File: src/rtl/riscv_pkg.sv
// Shared definitions for the instruction sequencer: FSM states, opcodes and
// programcounter mode codes.
package riscv_pkg;

    typedef enum logic [2:0] {
        ST_IDLE,
        ST_FETCH,
        ST_DECODE,
        ST_EXEC,
        ST_UPDATE,
        ST_HALT
    } seq_state_t;

    localparam logic [6:0] OP_JAL    = 7'b1101111;
    localparam logic [6:0] OP_JALR   = 7'b1100111;
    localparam logic [6:0] OP_BRANCH = 7'b1100011;
    localparam logic [6:0] OP_SYSTEM = 7'b1110011;

    localparam logic [1:0] PC_PLUS4   = 2'b00;
    localparam logic [1:0] PC_IMM     = 2'b01;
    localparam logic [1:0] PC_RS1_IMM = 2'b10;
    localparam logic [1:0] PC_IMM_HI  = 2'b11;

    localparam logic [24:0] EBREAK_HI = 25'h0002000;

    function automatic logic is_ebreak(input logic [31:0] ins);
        return (ins[6:0] == OP_SYSTEM) && (ins[31:7] == EBREAK_HI);
    endfunction

endpackage

File: src/rtl/imm_decode.sv
// Combinational J/I/B immediate extraction, sign-extended to OFFSET_W bits.
module imm_decode
    import riscv_pkg::*;
#(
    parameter int OFFSET_W = 22
) (
    input  logic        [31:7]         instr_hi,
    output logic signed [OFFSET_W-1:0] j_imm,
    output logic signed [OFFSET_W-1:0] i_imm,
    output logic signed [OFFSET_W-1:0] b_imm
);

    localparam int JW = 21;
    localparam int IW = 12;
    localparam int BW = 13;

    logic [JW-1:0] j_raw;
    logic [IW-1:0] i_raw;
    logic [BW-1:0] b_raw;

    // Bit 0 of the J and B offsets is implicitly zero in the encoding.
    assign j_raw = {instr_hi[31], instr_hi[19:12], instr_hi[20], instr_hi[30:21], 1'b0};
    assign i_raw = instr_hi[31:20];
    assign b_raw = {instr_hi[31], instr_hi[7], instr_hi[30:25], instr_hi[11:8], 1'b0};

    assign j_imm = {{(OFFSET_W-JW){j_raw[JW-1]}}, j_raw};
    assign i_imm = {{(OFFSET_W-IW){i_raw[IW-1]}}, i_raw};
    assign b_imm = {{(OFFSET_W-BW){b_raw[BW-1]}}, b_raw};

endmodule

File: src/rtl/pc_sequencer.sv
// Fetch/decode/execute/update sequencer driving the programcounter datapath.
// Optional fetch watchdog enabled by defining PC_SEQ_TIMEOUT_EN.
module pc_sequencer
    import riscv_pkg::*;
#(
    parameter int OFFSET_W = 22,
    parameter int TIMEOUT  = 16
) (
    input  logic                clock,
    input  logic                reset,
    input  logic                start,
    input  logic                halt_req,
    input  logic                imem_ack,
    input  logic [31:0]         imem_data,
    input  logic                exec_done,
    input  logic                branch_taken,
    output logic                imem_req,
    output logic [31:0]         instr,
    output logic                instr_valid,
    output logic [1:0]          pc_func,
    output logic [OFFSET_W-1:0] pc_offset,
    output logic [4:0]          pc_rs1,
    output logic                pc_en,
    output logic                halted,
    output logic                fetch_err
);

    seq_state_t state;
    logic       halt_pend;
    logic       fetch_to;

    logic signed [OFFSET_W-1:0] j_imm;
    logic signed [OFFSET_W-1:0] i_imm;
    logic signed [OFFSET_W-1:0] b_imm;

    imm_decode #(.OFFSET_W(OFFSET_W)) u_imm (
        .instr_hi (instr[31:7]),
        .j_imm    (j_imm),
        .i_imm    (i_imm),
        .b_imm    (b_imm)
    );

`ifdef PC_SEQ_TIMEOUT_EN
    localparam int CNT_W = $clog2(TIMEOUT + 1);
    logic [CNT_W-1:0] wd_cnt;

    // Counter sits at zero outside FETCH, so every FETCH entry starts fresh.
    assign fetch_to = (state == ST_FETCH) && !imem_ack && (wd_cnt == CNT_W'(TIMEOUT - 1));

    always_ff @(posedge clock or negedge reset) begin
        if (!reset) begin
            wd_cnt    <= '0;
            fetch_err <= 1'b0;
        end else begin
            if (state == ST_FETCH && !imem_ack && !fetch_to)
                wd_cnt <= wd_cnt + 1'b1;
            else
                wd_cnt <= '0;
            if (fetch_to)
                fetch_err <= 1'b1;
        end
    end
`else
    assign fetch_to  = 1'b0;
    assign fetch_err = 1'b0;
`endif

    always_ff @(posedge clock or negedge reset) begin
        if (!reset) begin
            state       <= ST_IDLE;
            halt_pend   <= 1'b0;
            imem_req    <= 1'b0;
            instr       <= '0;
            instr_valid <= 1'b0;
            pc_func     <= PC_PLUS4;
            pc_offset   <= '0;
            pc_rs1      <= '0;
            pc_en       <= 1'b0;
            halted      <= 1'b0;
        end else begin
            pc_en <= 1'b0;
            if (state != ST_IDLE && state != ST_HALT && halt_req)
                halt_pend <= 1'b1;

            unique case (state)
                ST_IDLE: begin
                    if (start) begin
                        state    <= ST_FETCH;
                        imem_req <= 1'b1;
                    end
                end
                ST_FETCH: begin
                    if (imem_ack) begin
                        instr       <= imem_data;
                        imem_req    <= 1'b0;
                        instr_valid <= 1'b1;
                        state       <= ST_DECODE;
                    end else if (fetch_to) begin
                        imem_req  <= 1'b0;
                        halted    <= 1'b1;
                        halt_pend <= 1'b0;
                        state     <= ST_HALT;
                    end
                end
                ST_DECODE: begin
                    // Branches assume taken here; EXEC corrects it once the outcome is known.
                    pc_func   <= PC_PLUS4;
                    pc_offset <= '0;
                    pc_rs1    <= '0;
                    unique case (instr[6:0])
                        OP_JAL: begin
                            pc_func   <= PC_IMM;
                            pc_offset <= j_imm;
                        end
                        OP_JALR: begin
                            pc_func   <= PC_RS1_IMM;
                            pc_offset <= i_imm;
                            pc_rs1    <= instr[19:15];
                        end
                        OP_BRANCH: begin
                            pc_func   <= PC_IMM;
                            pc_offset <= b_imm;
                        end
                        default: ;
                    endcase
                    state <= ST_EXEC;
                end
                ST_EXEC: begin
                    if (exec_done) begin
                        if (instr[6:0] == OP_BRANCH && !branch_taken) begin
                            pc_func   <= PC_PLUS4;
                            pc_offset <= '0;
                        end
                        pc_en <= 1'b1;
                        state <= ST_UPDATE;
                    end
                end
                ST_UPDATE: begin
                    instr_valid <= 1'b0;
                    if (halt_pend || halt_req || is_ebreak(instr)) begin
                        halted    <= 1'b1;
                        halt_pend <= 1'b0;
                        state     <= ST_HALT;
                    end else begin
                        imem_req <= 1'b1;
                        state    <= ST_FETCH;
                    end
                end
                ST_HALT: begin
                    if (start) begin
                        halted <= 1'b0;
                        state  <= ST_IDLE;
                    end
                end
                default: state <= ST_IDLE;
            endcase
        end
    end

endmodule

File: config.mk
export PLATFORM = sky130hd
export DESIGN_NAME = pc_sequencer
export DESIGN_NICKNAME = d
export VERILOG_FILES = /design/src/rtl/riscv_pkg.sv /design/src/rtl/imm_decode.sv /design/src/rtl/pc_sequencer.sv
export SDC_FILE = /design/constraint.sdc
export NUM_CORES = 1
export LEC_CHECK = 0
export ABC_AREA = 1
export CAP_MARGIN = 20
export CORE_ASPECT_RATIO = 1.2
export CORE_MARGIN = 2
export CORE_UTILIZATION = 45
export CTS_CLUSTER_DIAMETER = 150
export DETAILED_ROUTE_END_ITERATION = 8
export HOLD_SLACK_MARGIN = 0.15
export PLACE_DENSITY_LB_ADDON = 0.05
export SLEW_MARGIN = 20
export SYNTH_ARGS = -nofsm -noshare
export SYNTH_HDL_FRONTEND = slang
export SYNTH_SLANG_ARGS = --single-unit
File: constraint.sdc
create_clock -name clock -period 1.85 [get_ports clock]
set_input_delay 0.555 -clock clock [delete_from_list [all_inputs] [get_ports clock]]
set_output_delay 0.555 -clock clock [all_outputs]
set_load 0.01 [all_outputs]
# ---- Word-level counts from Yosys, hierarchy flattened
# Cells that the tools add are included.
dict set report totals {
  elab_cells 77
  input_bits 39
  out_inout_bits 66
  register_bits 69
}
dict set report classes {
  mux 29
  n_reduce_logical 20
  eq_ne 18
}
# operator count
set ops {}
lappend ops {{$pmux W22 S3} 1}
lappend ops {{$mux W22} 2}
lappend ops {{$pmux W22 S2} 1}
lappend ops {{$eq A7 B7 Y1 const B} 4}
lappend ops {{$eq A25 B14 Y1 const B} 1}
lappend ops {{$pmux W3 S6} 1}
lappend ops {{$mux W3} 5}
lappend ops {{$ne A2 B2 Y1 const B} 7}
lappend ops {{$mux W1} 11}
lappend ops {{$pmux W2 S2} 2}
lappend ops {{$reduce_and A4 Y1} 2}
lappend ops {{$eq A3 B2 Y1 const B} 2}
lappend ops {{$eq A3 B3 Y1 const B} 2}
lappend ops {{$reduce_and A3 Y1} 2}
lappend ops {{$reduce_bool A2 Y1} 3}
lappend ops {{$reduce_bool A3 Y1} 2}
lappend ops {{$mux W5} 1}
lappend ops {{$logic_and A1 B1 Y1} 4}
lappend ops {{$mux W2} 2}
lappend ops {{$pmux W1 S2} 2}
lappend ops {{$reduce_and A2 Y1} 2}
lappend ops {{$eq A3 B1 Y1 const B} 1}
lappend ops {{$logic_not A3 Y1} 1}
lappend ops {{$ne A3 B3 Y1 const B} 1}
lappend ops {{4 further kinds} 5}

# ---- Depth between registers and ports, before layout
# Gate-level depths: netlist of the first run.
dict set report logic_depth {
  ltp_word 6
  ltp_mapped 11
  ltp_nobuf 11
}

# ---- By module
# Synthesis of the first run repeated with hierarchy kept, for this count alone.
dict set report hier_totals {
  cells_unflattened 494
  hier_area_um2 3913.8
}
# mod n_inst cells_each seq_area_each_um2 area_each_um2
set by_module_without_submodules {}
lappend by_module_without_submodules {pc_sequencer 1 427 1726.7 3414.5}
lappend by_module_without_submodules {imm_decode 1 67 0.0 499.2}

# ---- Worst setup path after synthesis of the first run
# Ideal clock, no wire load.
dict set report synth_path {
  path_kind {reg-to-reg}
  startpoint {reg instr[3]}
  endpoint {reg pc_offset[9]}
  path_buffers 1
  slack_ns 0.419
  t_required_ns 1.728
  setup_time_ns 0.122
  stages_incl_launch_ff 10
  synth_period_minus_slack_ns 1.431
  arrival_ns 1.309
  cell_sequence {dfrtp_1 -> inv_2 -> nand2_1 -> nor2_2 -> nand2_2 -> nor3_4 -> o21ai_4 -> buf_6 -> nand2_1 -> o21ai_2}
}
dict set report synth_via {
  elab_chain_len 4
  word_cells_on_any_way 8
  classes_between {4 x eq/ne; 2 x mux; 2 x reduce/logical}
}
# item line_no
set synth_lines {}
lappend synth_lines {{start, declared} pc_sequencer.sv:18} ;# output logic [31:0] instr,
lappend synth_lines {{start signal, assigned} pc_sequencer.sv:94} ;# instr <= imem_data;
lappend synth_lines {{$eq A7 B7 Y1} {pc_sequencer.sv:110, pc_sequencer.sv:130}}
lappend synth_lines {{$logic_and A1 B1 Y1} pc_sequencer.sv:130} ;# if (instr[6:0] == OP_BRANCH && !branch_taken) begin
lappend synth_lines {{$ne A2 B2 Y1 (no source line)} --}
lappend synth_lines {{$reduce_and A3 Y1 (no source line)} --}
lappend synth_lines {{end signal, assigned} pc_sequencer.sv:113} ;# pc_offset <= j_imm;
lappend synth_lines {{end signal, assigned} pc_sequencer.sv:117} ;# pc_offset <= i_imm;
lappend synth_lines {{end signal, assigned} pc_sequencer.sv:122} ;# pc_offset <= b_imm;
lappend synth_lines {{end, declared} pc_sequencer.sv:21} ;# output logic [OFFSET_W-1:0] pc_offset,
# Several ways; a longest one is shown, not always the timed one.
# A chain may end at the register's enable or synchronous reset.

# ---- Worst setup path after layout of the first run
dict set report layout_path {
  startpoint {reg instr[1]}
  endpoint {out instr[1]}
}
# No word-level cell between the ends.

==> results of run 1 <==
## cell type report
| cell class | count | area, sq um | area share, % |
|---|---|---|---|
| clock buffers | 11 | 151 | 3.44 |
| clock inverters | 4 | 25.0 | 0.568 |
| inverters | 34 | 128 | 2.90 |
| multi-input cells | 219 | 1120 | 25.4 |
| flip-flops and latches | 68 | 1700 | 38.6 |
| well taps | 85 | 106 | 2.41 |
| repair buffers | 114 | 1180 | 26.7 |
## metal layers
layer	routed length, um	track usage (%)
met1	3420	30.4
met2	3680	32.8
met3	402	4.23
met4	112	8.05
met5	0	0
## repair_timing
action / in CTS / in global routing
pin swaps: 0 / 1
gates resized for setup: 4 / 14
endpoints found under the setup margin: 6 / 22
cloned: 0 / 1
hold endpoints to repair: 0 / 0
setup buffers: 2 / 0
## cells by family (layout without fill, tap and decap cells)
group,count (synthesis),count (layout),synth area share (%)
compound gates,63,64,11.7
buf+inv,47,163,7.39
flops,68,68,56.2
mux,9,9,3.34
other cells,1,1,0.124
simple gates,145,145,21.3
## sequential cells by signal, indices dropped and copies added (netlist names), 2 cells and up
signal	flops
instr	32
pc_func	2
pc_offset	21
pc_rs1	5
state	3
## synthesized netlist by cell type (4+ instances only)
master	count
mux2_2	9
nor2_2	4
a21oi_1	29
o31ai_1	5
nand2_1	64
nand3_1	9
nor2_1	45
o22ai_1	4
buf_6	4
o21ai_0	10
buf_2	5
dfrtp_1	68
o21ai_1	10
nand2_2	12
inv_1	28
inv_2	6
nor3_1	6
## metrics by stage
| step | util (%) | hold slack [ns] | instances |
|---|---|---|---|
| after CTS | 67.3 | 0.236 | 534 |
| after detailed placement | 64.4 | 0.466 | 517 |
| after floorplan | - | 0.259 | 333 |
| after global placement | 64.4 | 0.459 | 517 |
| after global routing | 67.9 | 0.243 | 535 |
| final | 67.9 | 0.226 | 535 |
## final timing paths
kind / start / end / slack, ns / cells past startpoint
worst min register to register: imem_req$_DFFE_PN0P_ / imem_req$_DFFE_PN0P_ / 0.48 / 2
min in group clock: imem_req$_DFFE_PN0P_ / imem_req$_DFFE_PN0P_ / 0.48 / 2
max in group asynchronous: reset / instr[0]$_DFFE_PN0P_ / 1.33 / 2
worst min-delay path: reset / instr[26]$_DFFE_PN0P_ / 0.23 / 2
worst max register to register: instr[3]$_DFFE_PN0P_ / pc_offset[19]$_DFFE_PN0P_ / 0.16 / 8
worst max-delay path: instr[1]$_DFFE_PN0P_ / instr[1] / 0.04 / 1
## power by group through the flow
stage	Sequential, W	Clock (W)	Combinational, W
after floorplan	0.00286	0	0.00135
after CTS	0.00261	0.00112	0.00338
after global placement	0.00263	0	0.00329
after detailed placement	0.00264	0	0.00335
final	0.00260	0.00109	0.00332
after global routing	0.00269	0.00119	0.00367
==> results by group, run 1 <==
Clock tree
  • Clk root buf: clkbuf_8
  • Num CTS Buffers: 9
  • CTS max path bufs: 2
  • CTS tree: yes
  • Hold buffers post-CTS: 0
  • # H-tree levels: 3
  • Clk pin slew, worst setup/hold paths: 0.08 ns
  • Clk_lat worst skew: around 0.34 ns
  • Sink Count: around 70

Die
  • Core footprint: 6490 sq um
  • DIE AREA: around 7400 sq um
  • Die Y: ~94 um
  • Initial Util: 46.7%
  • Row cnt: 32
  • DIE WIDTH: approximately 79 um
  • I/O pin cnt: 105

Global route
  • First-pass GRT wire length: around 12 mm
  • Number of antenna violations at the first check in global routing: 0
  • GRT Total Usage: a little over a fifth
  • Largest net degree at the start of global routing: 69
  • Vias in the first global route: 2462
  • Total gr overflow: 0

Power
  • Part of the power in combinational logic: ~47%
  • Switching pwr: 0.00264 W
  • P_int: 0.00438 W
  • Sequential Power Share: between 30% and 40%
  • Peak supply drop: 0.864 mV
  • Net switching fraction of the power: about 38%
  • Clk pwr share: 15.6%
  • Leakage: between 2 and 2.5 nW
  • Total power: approximately 0.0070 W
  • Pwr/cell area: between 1500 and 2000 nW/um^2

Placed design
  • GP Congestion: ~0.82
  • DP HPWL: roughly 5.4 mm
  • Placed cell areas: around 4200 sq um
  • I/O Buffers: approximately 100
  • Place WS: -0.157 ns

Yosys
  • Avg Cell Area, Syn: between 9 and 10 sq um
  • Ranking of synthesized cells by area: dfrtp_1 56%, nand2_1 7.9%, nor2_1 5.6%, a21oi_1 4.8%, inv_1 3.5%
  • Synth area leader: dfrtp_1
  • Mapped cell area: slightly above 3000 sq um
  • Yosys cell types: 28
  • Yosys warning count: 0
  • Post-synth net total: roughly 370
  • Synth Flop Type: dfrtp_1
  • Async S/R FF share, synth: 100%
  • Synth Register Bits: 68
  • Synth top area share: roughly 56%
  • Mapped Cells: 333
  • Post-synthesis sequential area ratio: a little under three fifths
  • Post-synth EDFFs: 0

STA
  • Final Skew: around 0.01 ns
  • Hold Fails Final Rpt: 0
  • Min cycle time layout: roughly 1.8 ns
  • Min setup slack post-route: 0.0407 ns
  • Setup total negative slack: 0 ns
  • Achievable Freq: ~550 MHz
  • Actual slew at the worst max-slew pin: between 0.6 and 0.7 ns
  • Slew HR: 56.3%
  • Fin. max-slew vios: 0
  • # setup viols final: 0
  • Tcrit/Tclk final: 97.8%

Min path
  • Hold Path Class: primary input to async pin

Drt
  • Post-route DRC: 0
  • Via count: 2598
  • Wire per inst: between 10 and 15 um
  • DRT iter0 DRCs: 150
  • Routed Antenna Nets: 0
  • Vias/cell: roughly 4.9
  • Drt pass-1 iters: 5
  • Final WL: ~7.6 mm

Critical path
  • CP Capture Type: primary output
  • Buf/Inv on CP: 1
  • Setup CP Type: flop to primary output
  • Critical Path Max Stage Delay: about 0.55 ns
  • CP Launch Type: flop
  • CP Cell Sequence: clkdlybuf4s50_1
  • Family with the most delay on the worst path: buffers and inverters
  • Max FO, Critical Path: 3
  • CP required: between 1 and 1.5 ns
  • Worst EP arrival: around 1.3 ns
  • CP max stage cell: clkdlybuf4s50_1

Layout
  • Final-stage net count: around 490
  • Share of layout cells above drive strength 1: roughly 15%
  • Area grow syn2layout: 45.4%
  • Fill cells: 579
  • Most frequent cells in the layout: 84 x clkdlybuf4s50_1, 68 x dfrtp_1, 64 x nand2_1
  • Leading cell type in the layout, fill and taps excluded: clkdlybuf4s50_1
  • Antenna cell count: 0
  • Design area: roughly 4400 sq um

Run status
  • Status: finished clean

Flow run
  • Max-cap viol count: 0
Power figures use the tool's default switching activity.
==> run 2, diff against run 1 <==
--- a/config.mk
+++ b/config.mk
@@ -9,11 +9,13 @@
 export CAP_MARGIN = 20
 export CORE_ASPECT_RATIO = 1.2
 export CORE_MARGIN = 2
-export CORE_UTILIZATION = 45
+export CORE_UTILIZATION = 60
 export CTS_CLUSTER_DIAMETER = 150
 export DETAILED_ROUTE_END_ITERATION = 8
+export DONT_BUFFER_PORTS = 1
 export HOLD_SLACK_MARGIN = 0.15
 export PLACE_DENSITY_LB_ADDON = 0.05
+export REMOVE_ABC_BUFFERS = 1
 export SLEW_MARGIN = 20
 export SYNTH_ARGS = -nofsm -noshare
 export SYNTH_HDL_FRONTEND = slang
==> results by group, run 2 (synthesized netlist as in run 1, its figures left out) <==
STA
  • Achievable Freq: 579 MHz (+4.7%)
  • Tcrit/Tclk final: 93.4% (-4.4 points)
  • Min cycle time layout: 1.73 ns (-0.0816 ns)
  • RSZ-0062 raised after global routing: false
  • # setup viols final: 0 (unchanged)
  • Hold WS: -0.0888 ns (-0.315 ns)
  • Slew HR: 51.4% (-4.9 points)
  • Min setup slack post-route: 0.122 ns (+0.0816 ns)
  • Setup total negative slack: 0 ns (unchanged)
  • Fin. max-slew vios: 0 (unchanged)
  • Final Skew: 0.00588 ns (-0.00403 ns)
  • Hold Fails Final Rpt: 68 (+68)
  • Actual slew at the worst max-slew pin: 0.729 ns (+0.0738 ns)

Power
  • Net switching fraction of the power: 41.1% (+3.5 points)
  • Part of the power in combinational logic: 27.5% (-20 points)
  • Sequential Power Share: 51.5% (+14 points)
  • Peak supply drop: 0.939 mV (+8.7%)
  • Switching pwr: 0.00240 W (-9.2%)
  • Pwr/cell area: 1780 nW/um^2 (+12%)
  • Clk pwr share: 20.9% (+5.3 points)
  • P_int: 0.00344 W (-21%)
  • Leakage: 1.61 nW (-28%)

Die
  • DIE WIDTH: 68.9 um (-13%)
  • Row cnt: 28 (-13%)
  • DIE AREA: 5640 sq um (-24%)
  • Core footprint: 4900 sq um (-24%)
  • Initial Util: 61.8% (+15 points)
  • Die Y: 81.9 um (-13%)
  • I/O pin cnt: 105 (unchanged)

Critical path
  • Setup CP Type: flop to flop
  • Critical Path Max Stage Delay: 0.60 ns (+0.05 ns)
  • Worst path most repeated cell: inv_2
  • CP Cell Sequence: inv_2, nand2_2, nor2_2, inv_2, nor3_4, o21ai_2, nand2_1, o21ai_1
  • Max FO, Critical Path: 11 (+8)
  • Worst EP arrival: 1.99 ns (+0.74 ns)
  • CP required: 2.11 ns (+0.82 ns)
  • CP Launch Type: flop
  • CP Capture Type: flop
  • CP max stage cell: o21ai_2

Global route
  • Number of antenna violations at the first check in global routing: 0 (unchanged)
  • Largest net degree at the start of global routing: 69 (unchanged)
  • Vias in the first global route: 2146 (-13%)
  • Total gr overflow: 0 (unchanged)
  • GRT Total Usage: 24.6% (+3.1 points)
  • First-pass GRT wire length: 10.1 mm (-17%)

Layout
  • Leading cell type in the layout, fill and taps excluded: dfrtp_1
  • Final-stage net count: 376 (-22%)
  • Largest Register: instr
  • Area grow syn2layout: 8.05%
  • Max reg flops: 32 (unchanged)
  • Share of layout cells above drive strength 1: 17.8% (+2.9 points)
  • Post-layout util: 66.8% (-1.2 points)
  • Top Registers: instr: 32 flops, pc_offset: 21 flops, pc_rs1: 5 flops
  • Most frequent cells in the layout: 68 x dfrtp_1, 64 x nand2_1, 45 x nor2_1
  • Antenna cell count: 0 (unchanged)

Clock tree
  • Sink Count: 68 (unchanged)
  • Clk_lat worst skew: 0.33 ns (about the same)
  • Clk root buf: clkbuf_8
  • Post-CTS Setup Bufs: 0 (-2)
  • Cts repair resizes: 0 (-4)
  • Clk pin slew, worst setup/hold paths: 0.07 ns (about the same)
  • CTS tree: yes
  • Num CTS Buffers: 9 (unchanged)
  • CTS max path bufs: 2 (unchanged)
  • # H-tree levels: 3 (unchanged)

Drt
  • Post-route DRC: 0 (unchanged)
  • Via count: 2192 (-16%)
  • Wire per inst: 16.2 um (+14%)
  • Met2 wire len: 3.22 mm (-12%)
  • Metal3 WL: 549 um (+37%)
  • Final WL: 6.53 mm (-14%)
  • Top sig layer: met4
  • DRT met1 WL: 2.69 mm (-21%)
  • Drt pass-1 iters: 4 (-1)
  • Routed Antenna Nets: 0 (unchanged)
  • DRT iter0 DRCs: 104 (-31%)
  • Vias/cell: 5.45 (+12%)

Run status
  • Status: finished with violations
  • Failing checks: negative hold slack

Placed design
  • Place WS: 0.0983 ns (+0.256 ns)
  • GP Congestion: 0.769 (-6.3%)
  • DP HPWL: 4.76 mm (-12%)
  • I/O Buffers: 0 (-100%)

Min path
  • Hold Path Class: primary input to async pin

Flow run
  • Max-cap viol count: 0 (unchanged)
## run 2: power by group through the flow
| stage | clock network (W) | registers [W] | logic (W) |
|---|---|---|---|
| after floorplan | 0 | 0.00287 | 0.00125 |
| after global placement | 0 | 0.00303 | 0.00154 |
| after CTS | 0.00124 | 0.00302 | 0.00162 |
| after detailed placement | 0 | 0.00305 | 0.00161 |
| after global routing | 0.00131 | 0.00310 | 0.00184 |
| final | 0.00122 | 0.00301 | 0.00161 |
## run 2: worst paths after layout
check	from	to	slack (ns)	depth (start not counted)
max in group asynchronous	reset	instr[0]$_DFFE_PN0P_	1.83	0
min in group clock	start	halted$_DFFE_PN0P_	0.32	1
max reg2reg	state[2]$_DFFE_PN0P_	pc_offset[14]$_DFFE_PN0P_	0.12	8
min	reset	instr[25]$_DFFE_PN0P_	-0.09	0
max	state[2]$_DFFE_PN0P_	pc_offset[14]$_DFFE_PN0P_	0.12	8
min reg2reg	halt_pend$_DFF_PN0_	halt_pend$_DFF_PN0_	0.52	2
## run 2: routing by layer
layer | GRT usage, % | vias up
met2 | 39.7 | 77
met3 | 9.18 | 6
li1 | - | 1081
met4 | 9.80 | 0
met1 | 29.5 | 1028
met5 | 0 | -
## run 2: layout make-up
class / instances / area (sq um)
Sequential cell: 68 / 1700
Multi-Input combinational cell: 219 / 1120
Timing Repair Buffer: 5 / 50.0
Tap cell: 60 / 75.1
Clock inverter: 5 / 50.0
Inverter: 34 / 128
Fill cell: 423 / 1630
Clock buffer: 11 / 151
## run 2: metrics by stage
step / std cells / cell area [sq um] / power (W)
after floorplan: 320 / 2930 / 0.00413
after global placement: 385 / 3060 / 0.00456
after detailed placement: 385 / 3060 / 0.00466
after CTS: 401 / 3270 / 0.00587
after global routing: 402 / 3270 / 0.00625
final: 402 / 3270 / 0.00584
## run 2: critical path, delay by kind of cell, from the launching register on
kind,cells,cell delay (ns)
buffers and inverters,2,0.21
AOI/OAI and AO/OA,2,0.70
and+or+nand+nor,4,0.29
DFF,1,0.46
